--- src/rtl/mem_access_stage.sv ---
// Memory-access stage: turns ALU load/store results into a single req/ack data-memory
// transaction and aligns/extends load data; all other results pass through in one cycle.
module mem_access_stage #(
    parameter int TIMEOUT_CYCLES = 16
) (
    input  logic        clk,
    input  logic        rst_n,
    input  logic        ex_valid,
    output logic        ex_ready,
    input  logic [5:0]  ex_alucode,
    input  logic [31:0] ex_result,
    input  logic [31:0] ex_wdata,
    input  logic [4:0]  ex_rd,
    input  logic        ex_rd_we,
    output logic        mem_req,
    output logic        mem_we,
    output logic [31:0] mem_addr,
    output logic [3:0]  mem_be,
    output logic [31:0] mem_wdata,
    input  logic        mem_ack,
    input  logic [31:0] mem_rdata,
    output logic        wb_valid,
    output logic        wb_we,
    output logic [4:0]  wb_rd,
    output logic [31:0] wb_data,
    output logic        misalign,
    output logic        bus_err
);

    // Memory alucodes, matching the ALU's define.vh encoding.
    localparam logic [5:0] ALU_LB  = 6'd9;
    localparam logic [5:0] ALU_LH  = 6'd10;
    localparam logic [5:0] ALU_LW  = 6'd11;
    localparam logic [5:0] ALU_LBU = 6'd12;
    localparam logic [5:0] ALU_LHU = 6'd13;
    localparam logic [5:0] ALU_SB  = 6'd14;
    localparam logic [5:0] ALU_SH  = 6'd15;
    localparam logic [5:0] ALU_SW  = 6'd16;

    localparam logic [7:0] TIMEOUT = 8'(TIMEOUT_CYCLES);

    typedef enum logic {IDLE, BUSY} state_t;

    state_t      state, state_next;
    logic [7:0]  cnt, cnt_next;
    logic [5:0]  op, op_next;
    logic [1:0]  lane, lane_next;
    logic [4:0]  rd_l, rd_l_next;
    logic        rd_we_l, rd_we_l_next;

    logic        ex_ready_next, mem_req_next, mem_we_next;
    logic [31:0] mem_addr_next, mem_wdata_next;
    logic [3:0]  mem_be_next;
    logic        wb_valid_next, wb_we_next, misalign_next, bus_err_next;
    logic [4:0]  wb_rd_next;
    logic [31:0] wb_data_next;

    logic        is_mem, is_store, is_misaligned;
    logic [3:0]  acc_be;
    logic [31:0] acc_wdata;
    logic [7:0]  ld_byte;
    logic [15:0] ld_half;
    logic [31:0] ld_data;

    // Decode of the incoming execute result: lane enables, replicated data, alignment.
    always_comb begin
        is_mem        = (ex_alucode >= ALU_LB) && (ex_alucode <= ALU_SW);
        is_store      = (ex_alucode == ALU_SB) || (ex_alucode == ALU_SH) || (ex_alucode == ALU_SW);
        is_misaligned = 1'b0;
        acc_be        = 4'b1111;
        acc_wdata     = ex_wdata;
        case (ex_alucode)
            ALU_LB, ALU_LBU, ALU_SB: begin
                acc_be    = 4'b0001 << ex_result[1:0];
                acc_wdata = {4{ex_wdata[7:0]}};
            end
            ALU_LH, ALU_LHU, ALU_SH: begin
                acc_be        = ex_result[1] ? 4'b1100 : 4'b0011;
                acc_wdata     = {2{ex_wdata[15:0]}};
                is_misaligned = ex_result[0];
            end
            ALU_LW, ALU_SW: begin
                is_misaligned = (ex_result[1:0] != 2'b00);
            end
            default: ;
        endcase
    end

    // Lane selection and extension of returned load data, driven by the latched op.
    always_comb begin
        ld_byte = mem_rdata[{lane, 3'b000} +: 8];
        ld_half = mem_rdata[{lane[1], 4'b0000} +: 16];
        case (op)
            ALU_LB:  ld_data = {{24{ld_byte[7]}}, ld_byte};
            ALU_LBU: ld_data = {24'd0, ld_byte};
            ALU_LH:  ld_data = {{16{ld_half[15]}}, ld_half};
            ALU_LHU: ld_data = {16'd0, ld_half};
            default: ld_data = mem_rdata;
        endcase
    end

    always_comb begin
        state_next     = state;
        cnt_next       = cnt;
        op_next        = op;
        lane_next      = lane;
        rd_l_next      = rd_l;
        rd_we_l_next   = rd_we_l;
        ex_ready_next  = ex_ready;
        mem_req_next   = mem_req;
        mem_we_next    = mem_we;
        mem_addr_next  = mem_addr;
        mem_be_next    = mem_be;
        mem_wdata_next = mem_wdata;
        wb_valid_next  = 1'b0;
        wb_we_next     = 1'b0;
        wb_rd_next     = wb_rd;
        wb_data_next   = wb_data;
        misalign_next  = 1'b0;
        bus_err_next   = 1'b0;

        case (state)
            IDLE: begin
                ex_ready_next = 1'b1;
                if (ex_valid && ex_ready) begin
                    wb_rd_next = ex_rd;
                    if (!is_mem) begin
                        wb_valid_next = 1'b1;
                        wb_we_next    = ex_rd_we;
                        wb_data_next  = ex_result;
                    end else if (is_misaligned) begin
                        wb_valid_next = 1'b1;
                        misalign_next = 1'b1;
                        wb_data_next  = 32'd0;
                    end else begin
                        state_next     = BUSY;
                        ex_ready_next  = 1'b0;
                        cnt_next       = 8'd0;
                        op_next        = ex_alucode;
                        lane_next      = ex_result[1:0];
                        rd_l_next      = ex_rd;
                        rd_we_l_next   = ex_rd_we;
                        mem_req_next   = 1'b1;
                        mem_we_next    = is_store;
                        mem_addr_next  = {ex_result[31:2], 2'b00};
                        mem_be_next    = acc_be;
                        mem_wdata_next = is_store ? acc_wdata : 32'd0;
                    end
                end
            end
            BUSY: begin
                ex_ready_next = 1'b0;
                // Ack is checked first so it wins over a timeout in the same cycle.
                if (mem_ack || (cnt + 8'd1 == TIMEOUT)) begin
                    state_next     = IDLE;
                    ex_ready_next  = 1'b1;
                    cnt_next       = 8'd0;
                    mem_req_next   = 1'b0;
                    mem_we_next    = 1'b0;
                    mem_addr_next  = 32'd0;
                    mem_be_next    = 4'd0;
                    mem_wdata_next = 32'd0;
                    wb_valid_next  = 1'b1;
                    wb_rd_next     = rd_l;
                    if (mem_ack) begin
                        wb_we_next   = rd_we_l && !mem_we;
                        wb_data_next = mem_we ? 32'd0 : ld_data;
                    end else begin
                        bus_err_next = 1'b1;
                        wb_data_next = 32'd0;
                    end
                end else begin
                    cnt_next = cnt + 8'd1;
                end
            end
            default: state_next = IDLE;
        endcase
    end

    always_ff @(posedge clk or negedge rst_n) begin
        if (!rst_n) begin
            state     <= IDLE;
            cnt       <= 8'd0;
            op        <= 6'd0;
            lane      <= 2'd0;
            rd_l      <= 5'd0;
            rd_we_l   <= 1'b0;
            ex_ready  <= 1'b1;
            mem_req   <= 1'b0;
            mem_we    <= 1'b0;
            mem_addr  <= 32'd0;
            mem_be    <= 4'd0;
            mem_wdata <= 32'd0;
            wb_valid  <= 1'b0;
            wb_we     <= 1'b0;
            wb_rd     <= 5'd0;
            wb_data   <= 32'd0;
            misalign  <= 1'b0;
            bus_err   <= 1'b0;
        end else begin
            state     <= state_next;
            cnt       <= cnt_next;
            op        <= op_next;
            lane      <= lane_next;
            rd_l      <= rd_l_next;
            rd_we_l   <= rd_we_l_next;
            ex_ready  <= ex_ready_next;
            mem_req   <= mem_req_next;
            mem_we    <= mem_we_next;
            mem_addr  <= mem_addr_next;
            mem_be    <= mem_be_next;
            mem_wdata <= mem_wdata_next;
            wb_valid  <= wb_valid_next;
            wb_we     <= wb_we_next;
            wb_rd     <= wb_rd_next;
            wb_data   <= wb_data_next;
            misalign  <= misalign_next;
            bus_err   <= bus_err_next;
        end
    end

endmodule

--- config.mk ---
export PLATFORM = sky130hd
export DESIGN_NAME = mem_access_stage
export DESIGN_NICKNAME = d
export VERILOG_FILES = /design/src/rtl/mem_access_stage.sv
export SDC_FILE = /design/constraint.sdc
export NUM_CORES = 1
export LEC_CHECK = 0
export CORE_AREA = 2 2 126 159
export DETAILED_ROUTE_END_ITERATION = 8
export DIE_AREA = 0 0 128 161
export GPL_TIMING_DRIVEN = 0
export SLEW_MARGIN = 0
export SYNTH_ARGS = -nofsm -noshare
export SYNTH_HDL_FRONTEND = slang
export SYNTH_SLANG_ARGS = --single-unit
--- constraint.sdc ---
create_clock -name clk -period 2.15 [get_ports clk]
set_clock_uncertainty 0.15 [all_clocks]
set_input_delay 0.645 -clock clk [delete_from_list [all_inputs] [get_ports clk]]
set_output_delay 0.645 -clock clk [all_outputs]
set_load 0.005 [all_outputs]
# Word-level counts from Yosys, hierarchy flattened
# Index checks and enable logic that the tools add are counted.
[op_classes] n_reduce_logical=16 muxes=67 n_bitwise=2 n_addsub=1 order_cmp=2 eq_ne=18 shifts=3
[ops] op="$mux 32" count=14
[ops] op="$pmux 32 s2" count=4
[ops] op="$pmux 32 s4" count=1
[ops] op="$eq 6x4->1 const B" count=11
[ops] op="$mux 8" count=4
[ops] op="$shiftx 32x6->16" count=1
[ops] op="$shiftx 32x6->8" count=1
[ops] op="$mux 1" count=26
[ops] op="$mux 4" count=5
[ops] op="$pmux 4 s2" count=2
[ops] op="$pmux 8 s2" count=1
[ops] op="$pmux 1 s2" count=7
[ops] op="$mux 5" count=2
[ops] op="$pmux 5 s2" count=1
[ops] op="$add 8x1->8 const B" count=1
[ops] op="$eq 8x5->1 const B" count=1
[ops] op="$reduce_and 4->1" count=2
[ops] op="$eq 6x5->1 const B" count=1
[ops] op="$ge 6x4->1 const B" count=1
[ops] op="$le 6x5->1 const B" count=1
[ops] op="$ne 2x2->1 const B" count=3
[ops] op="$reduce_and 3->1" count=2
[ops] op="$reduce_or 3->1" count=2
[ops] op="$shl 1x2->4 const A" count=1
[ops] op="9 further kinds" count=14
[word_totals] reg_bits=135 input_bits=112 output_inout_bits=112

# Depth between registers and ports, before layout
[depth] ltp_word=8 mapped_depth=9 ltp_nobuf=7

# Worst setup path after synthesis
# No wires, ideal clock.
[synth_timing] path_kind="input to register" start="input ex_alucode[1]" end="register wb_data[11]" path_buffers=2 cell_stages=7 arrival_time_ns=2.295 setup_slack_ns=-0.435 required_time_ns=1.860 path_cell_list="or4b_1 > a211oi_2 > o21ai_1 > a41oi_1 > buf_4 > buf_2 > a41oi_1"
[synth_between] elab_chain_len=5 word_cells_on_any_way=16 cone_classes="order compare (2); eq/ne (6); mux (4); reduce/logical (4)"
[synth_lines] element="start: declaration" line_no="10" source="input logic [5:0] ex_alucode,"
[synth_lines] element="$ge 6x4->1 (tied with other cells)" line_no="67" source="is_mem = (ex_alucode >= ALU_LB) && (ex_alucode <= ALU_SW);"
[synth_lines] element="$logic_and 1x1->1 (tied with other cells)" line_no="67"
[synth_lines] element="$mux 32 or $pmux 1 s2 (tied branches)" line_no="127, 72"
[synth_lines] element="$mux 32 or $ne 3x3->1 (tied branches)"
[synth_lines] element="$pmux 32 s2 or $reduce_and 3->1 (tied branches)"
[synth_lines] element="end signal: assignment" line_no="216" source="wb_data <= wb_data_next;"
[synth_lines] element="end: declaration" line_no="25" source="output logic [31:0] wb_data,"
# Parallel ways exist; a longest one is shown, timed or not. The select of a mux whose other input is x is not followed.
# A chain may end at the register's enable or synchronous reset.

# Worst setup path after layout
[layout_timing] start="input ex_alucode[3]" end="register wb_data[7]"
# The elaborated chain is that of the path after synthesis.

==> metrics.cfg <==
[final_layout]
num-nets-final=1113
finalNonFillerCells=1250
drive_gt1_share_pct=26.9
fillCellCount=1709
layout.cell_area.non_filler_um2=11200
synthToLayoutAreaGrowth_pct=74.3

[worst_setup_path]
worst-endpoint-arrival_ns=2.62
kind_of_launch_point_of_the_worst_setup_path=input pin
timing.setup.critical_path_class=input pin to flop
cp_max_fo=8
r2r_cells=10
cp-end-kind=flop
critical_path_required_ns=2.34

[yosys]
synth.yosys.warnings=0
ys_async_sr_fraction_pct=100
synth_largest_area_cell=sky130_fd_sc_hd__dfrtp_1
ys_types=54
post_synth_instance_area_um2=6400
synth_top_cells_by_area=sky130_fd_sc_hd__dfrtp_1 (52%), sky130_fd_sc_hd__nand2_1 (10%), sky130_fd_sc_hd__nor2_1 (3.8%)
synth_commonest_cells=sky130_fd_sc_hd__nand2_1 (171), sky130_fd_sc_hd__dfrtp_1 (132), sky130_fd_sc_hd__nor2_1 (65)
postSynthCellCount=712
synth_seq_area_share_pct=52.0
synth_edf_count=0
synth_flop_cell=sky130_fd_sc_hd__dfrtp_1
synth_top_cell_area_share_pct=51.6
post-synth-top-count-cell=sky130_fd_sc_hd__nand2_1
count_of_state_elements_after_synthesis=133
postSynthAreaPerCell_um2=9.00

[cts]
worstSkewPairLatency_ns=0.42
cts-root-buf=sky130_fd_sc_hd__clkbuf_16
cts-htree-levels=4
worst_setup_hold_path_clk_slew_ns=0.06
cts_num_sinks=133
tritoncts.num_buffers=17
holdBufCountCts=0
clock_tree_from_tritoncts=built
clockBufferDepth=2

[die]
die_width_um=128
die_height_um=161
num_rows=57
effective_utilization_at_floorplan_pct=33.5
die_area_um2=20600
core_um2=19100
floorplan.io_pins=224

[timing]
max_clock_freq_mhz=412
worstMarginPinSlew_ns=0.582
final-max-slew-violation-count=0
timing_hold_violations_final=0
slew_headroom_pct=61.2
final_min_period_over_clock_period_pct=113
hold_slack_ns=0.0273
layout_min_cycle_time_ns=2.42
worst_setup_slack_final_ns=-0.275
report.final.setup_viol=125
grt_setup_unrepaired=true
timing.setup.tns_ns=-23.08

[power_and_ir_drop]
power_per_cell_area_nw_per_um2=778
power.leakage_nw=5.03
vdd.ir_drop.worst_uv=532
totalPowerFinal_mw=8.68

[detailed_routing]
drt_iter0_drc=472
total_wire_length_um=24700
drc=0
num_vias=6612
vias_per_cell=5.29
drt-pass1-iter-count=5
antenna_violating_nets_post_route=0
wire_per_inst_um=19.8

[status]
violations=setup timing
run_status=finished, violations left

[placed_design]
dpl_cell_area_um2=9010
port-buffer-count=221
detailed_place_hpwl_um=17000
routabilityCongestion=0.884
placedCellCount=1171

[grt]
antenna_found_initial=0
gr-total-overflow=0
wire_length_of_the_first_global_routing_pass_um=37800
grt_util_all_layers_pct=23.7
number_of_global_route_vias_before_repair=6725
grt_start_max_net_pins=83

[run]
cap_violations=0

[hold_path]
hold_class=input pin to asynchronous set/reset pin

per-stage QoR:
| step | worst slack (ns) | util, % |
|---|---|---|
| finish | -0.275 | 58.4 |
| global route | -0.338 | 58.4 |
| CTS | -0.224 | 56.6 |
| detailed placement | -1.31 | 47.1 |
| global placement | -5.45 | 47.0 |
| floorplan | -0.372 | - |
registers in the layout, summed over array words and instances (netlist names), 2 cells and up:
register   cells
mem_addr      30
mem_wdata     32
op             6
lane           2
mem_be         4
rd_l           5
wb_rd          5
wb_data       32
cnt            8
what timing repair did:
item | in CTS | in global routing
gates resized for setup | 224 | 86
pin swaps | 63 | 21
setup endpoints to repair | 132 | 140
setup buffers | 34 | 6
gates cloned | 10 | 4
where the power goes:
part | internal (mW) | leakage, nW | switching, mW | total, mW
registers | 2.88 | 1.71 | 0.268 | 3.15
logic | 1.31 | 3.02 | 1.06 | 2.37
clock network | 2.01 | 0.303 | 1.16 | 3.17
placed cells by master (no fill, tap or decap), types with 7 or more instances in the layout:
master                            Yosys  final
sky130_fd_sc_hd__o21ai_1             32     16
sky130_fd_sc_hd__nand3_2              0     13
sky130_fd_sc_hd__dlymetal6s2s_1       0     14
sky130_fd_sc_hd__buf_8                0     14
sky130_fd_sc_hd__o21ai_2              0     32
sky130_fd_sc_hd__a21oi_1             34     23
sky130_fd_sc_hd__nor2_1              65     54
sky130_fd_sc_hd__a41oi_1              9      7
sky130_fd_sc_hd__nand2_2              0     33
sky130_fd_sc_hd__o21ai_0             32     15
sky130_fd_sc_hd__clkbuf_2             0      8
sky130_fd_sc_hd__dfrtp_1            132    132
sky130_fd_sc_hd__a21oi_2              0     11
sky130_fd_sc_hd__nand2_1            171    133
sky130_fd_sc_hd__buf_6                0     13
sky130_fd_sc_hd__mux2_2               7      7
sky130_fd_sc_hd__clkdlybuf4s50_1      0    196
sky130_fd_sc_hd__buf_4                5     25
sky130_fd_sc_hd__buf_12               0     13
sky130_fd_sc_hd__nor2_2               0      7
sky130_fd_sc_hd__nand3_1             39     24
sky130_fd_sc_hd__a2bb2oi_1           17     17
sky130_fd_sc_hd__inv_1               12     11
sky130_fd_sc_hd__mux2i_1             16     16
sky130_fd_sc_hd__a31oi_1             11     10
sky130_fd_sc_hd__clkbuf_16            0     26
cells by family after synthesis:
kind of cell,Yosys count,synth area share (%)
mux,24,4.08
fa+ha+maj,1,0.195
flops,133,52.0
xor+xnor,6,0.820
compound gates,170,17.3
buf+inv,60,4.08
other cells,1,0.0585
simple gates,317,21.4
critical path, stage by stage:
cell                       delay, ns
sky130_fd_sc_hd__buf_8          0.10
sky130_fd_sc_hd__or4b_4         0.54
sky130_fd_sc_hd__a211oi_4       0.28
sky130_fd_sc_hd__buf_4          0.16
sky130_fd_sc_hd__o21ai_4        0.07
sky130_fd_sc_hd__a41oi_2        0.24
sky130_fd_sc_hd__buf_6          0.21
sky130_fd_sc_hd__buf_12         0.12
sky130_fd_sc_hd__buf_16         0.11
sky130_fd_sc_hd__nor2_2         0.03
sky130_fd_sc_hd__a21oi_1        0.10
path summary, 6_finish.rpt:
path                               start       endpoint  slack, ns
max                        ex_alucode[3]     wb_data[7]      -0.27
min                                rst_n  mem_wdata[14]       0.03
max reg2reg                       cnt[0]    wb_data[24]      -0.19
min reg2reg                mem_wdata[22]  mem_wdata[22]       0.32
max in group asynchronous          rst_n     wb_data[7]       1.01
min in group clk           mem_wdata[22]  mem_wdata[22]       0.32
cell type report:
cell class / instances / area (um^2) / area share (%)
well taps: 236 / 295 / 2.65
inverters: 13 / 48.8 / 0.437
clock inverters: 11 / 175 / 1.57
flip-flops and latches: 133 / 3330 / 29.8
multi-input cells: 520 / 3420 / 30.6
repair buffers: 272 / 2980 / 26.7
clock buffers: 21 / 460 / 4.13
plain buffers: 43 / 448 / 4.01
diodes: 1 / 2.50 / 0.0224
metal layers:
layer,global-route usage [%],share of wire [%],vias up
li1,-,-,3078
met1,28.5,40,3252
met2,41.9,52,257
met3,6.06,6.4,25
met4,6.39,1.6,0
met5,0,0,-
Power figures use the tool's default switching activity.
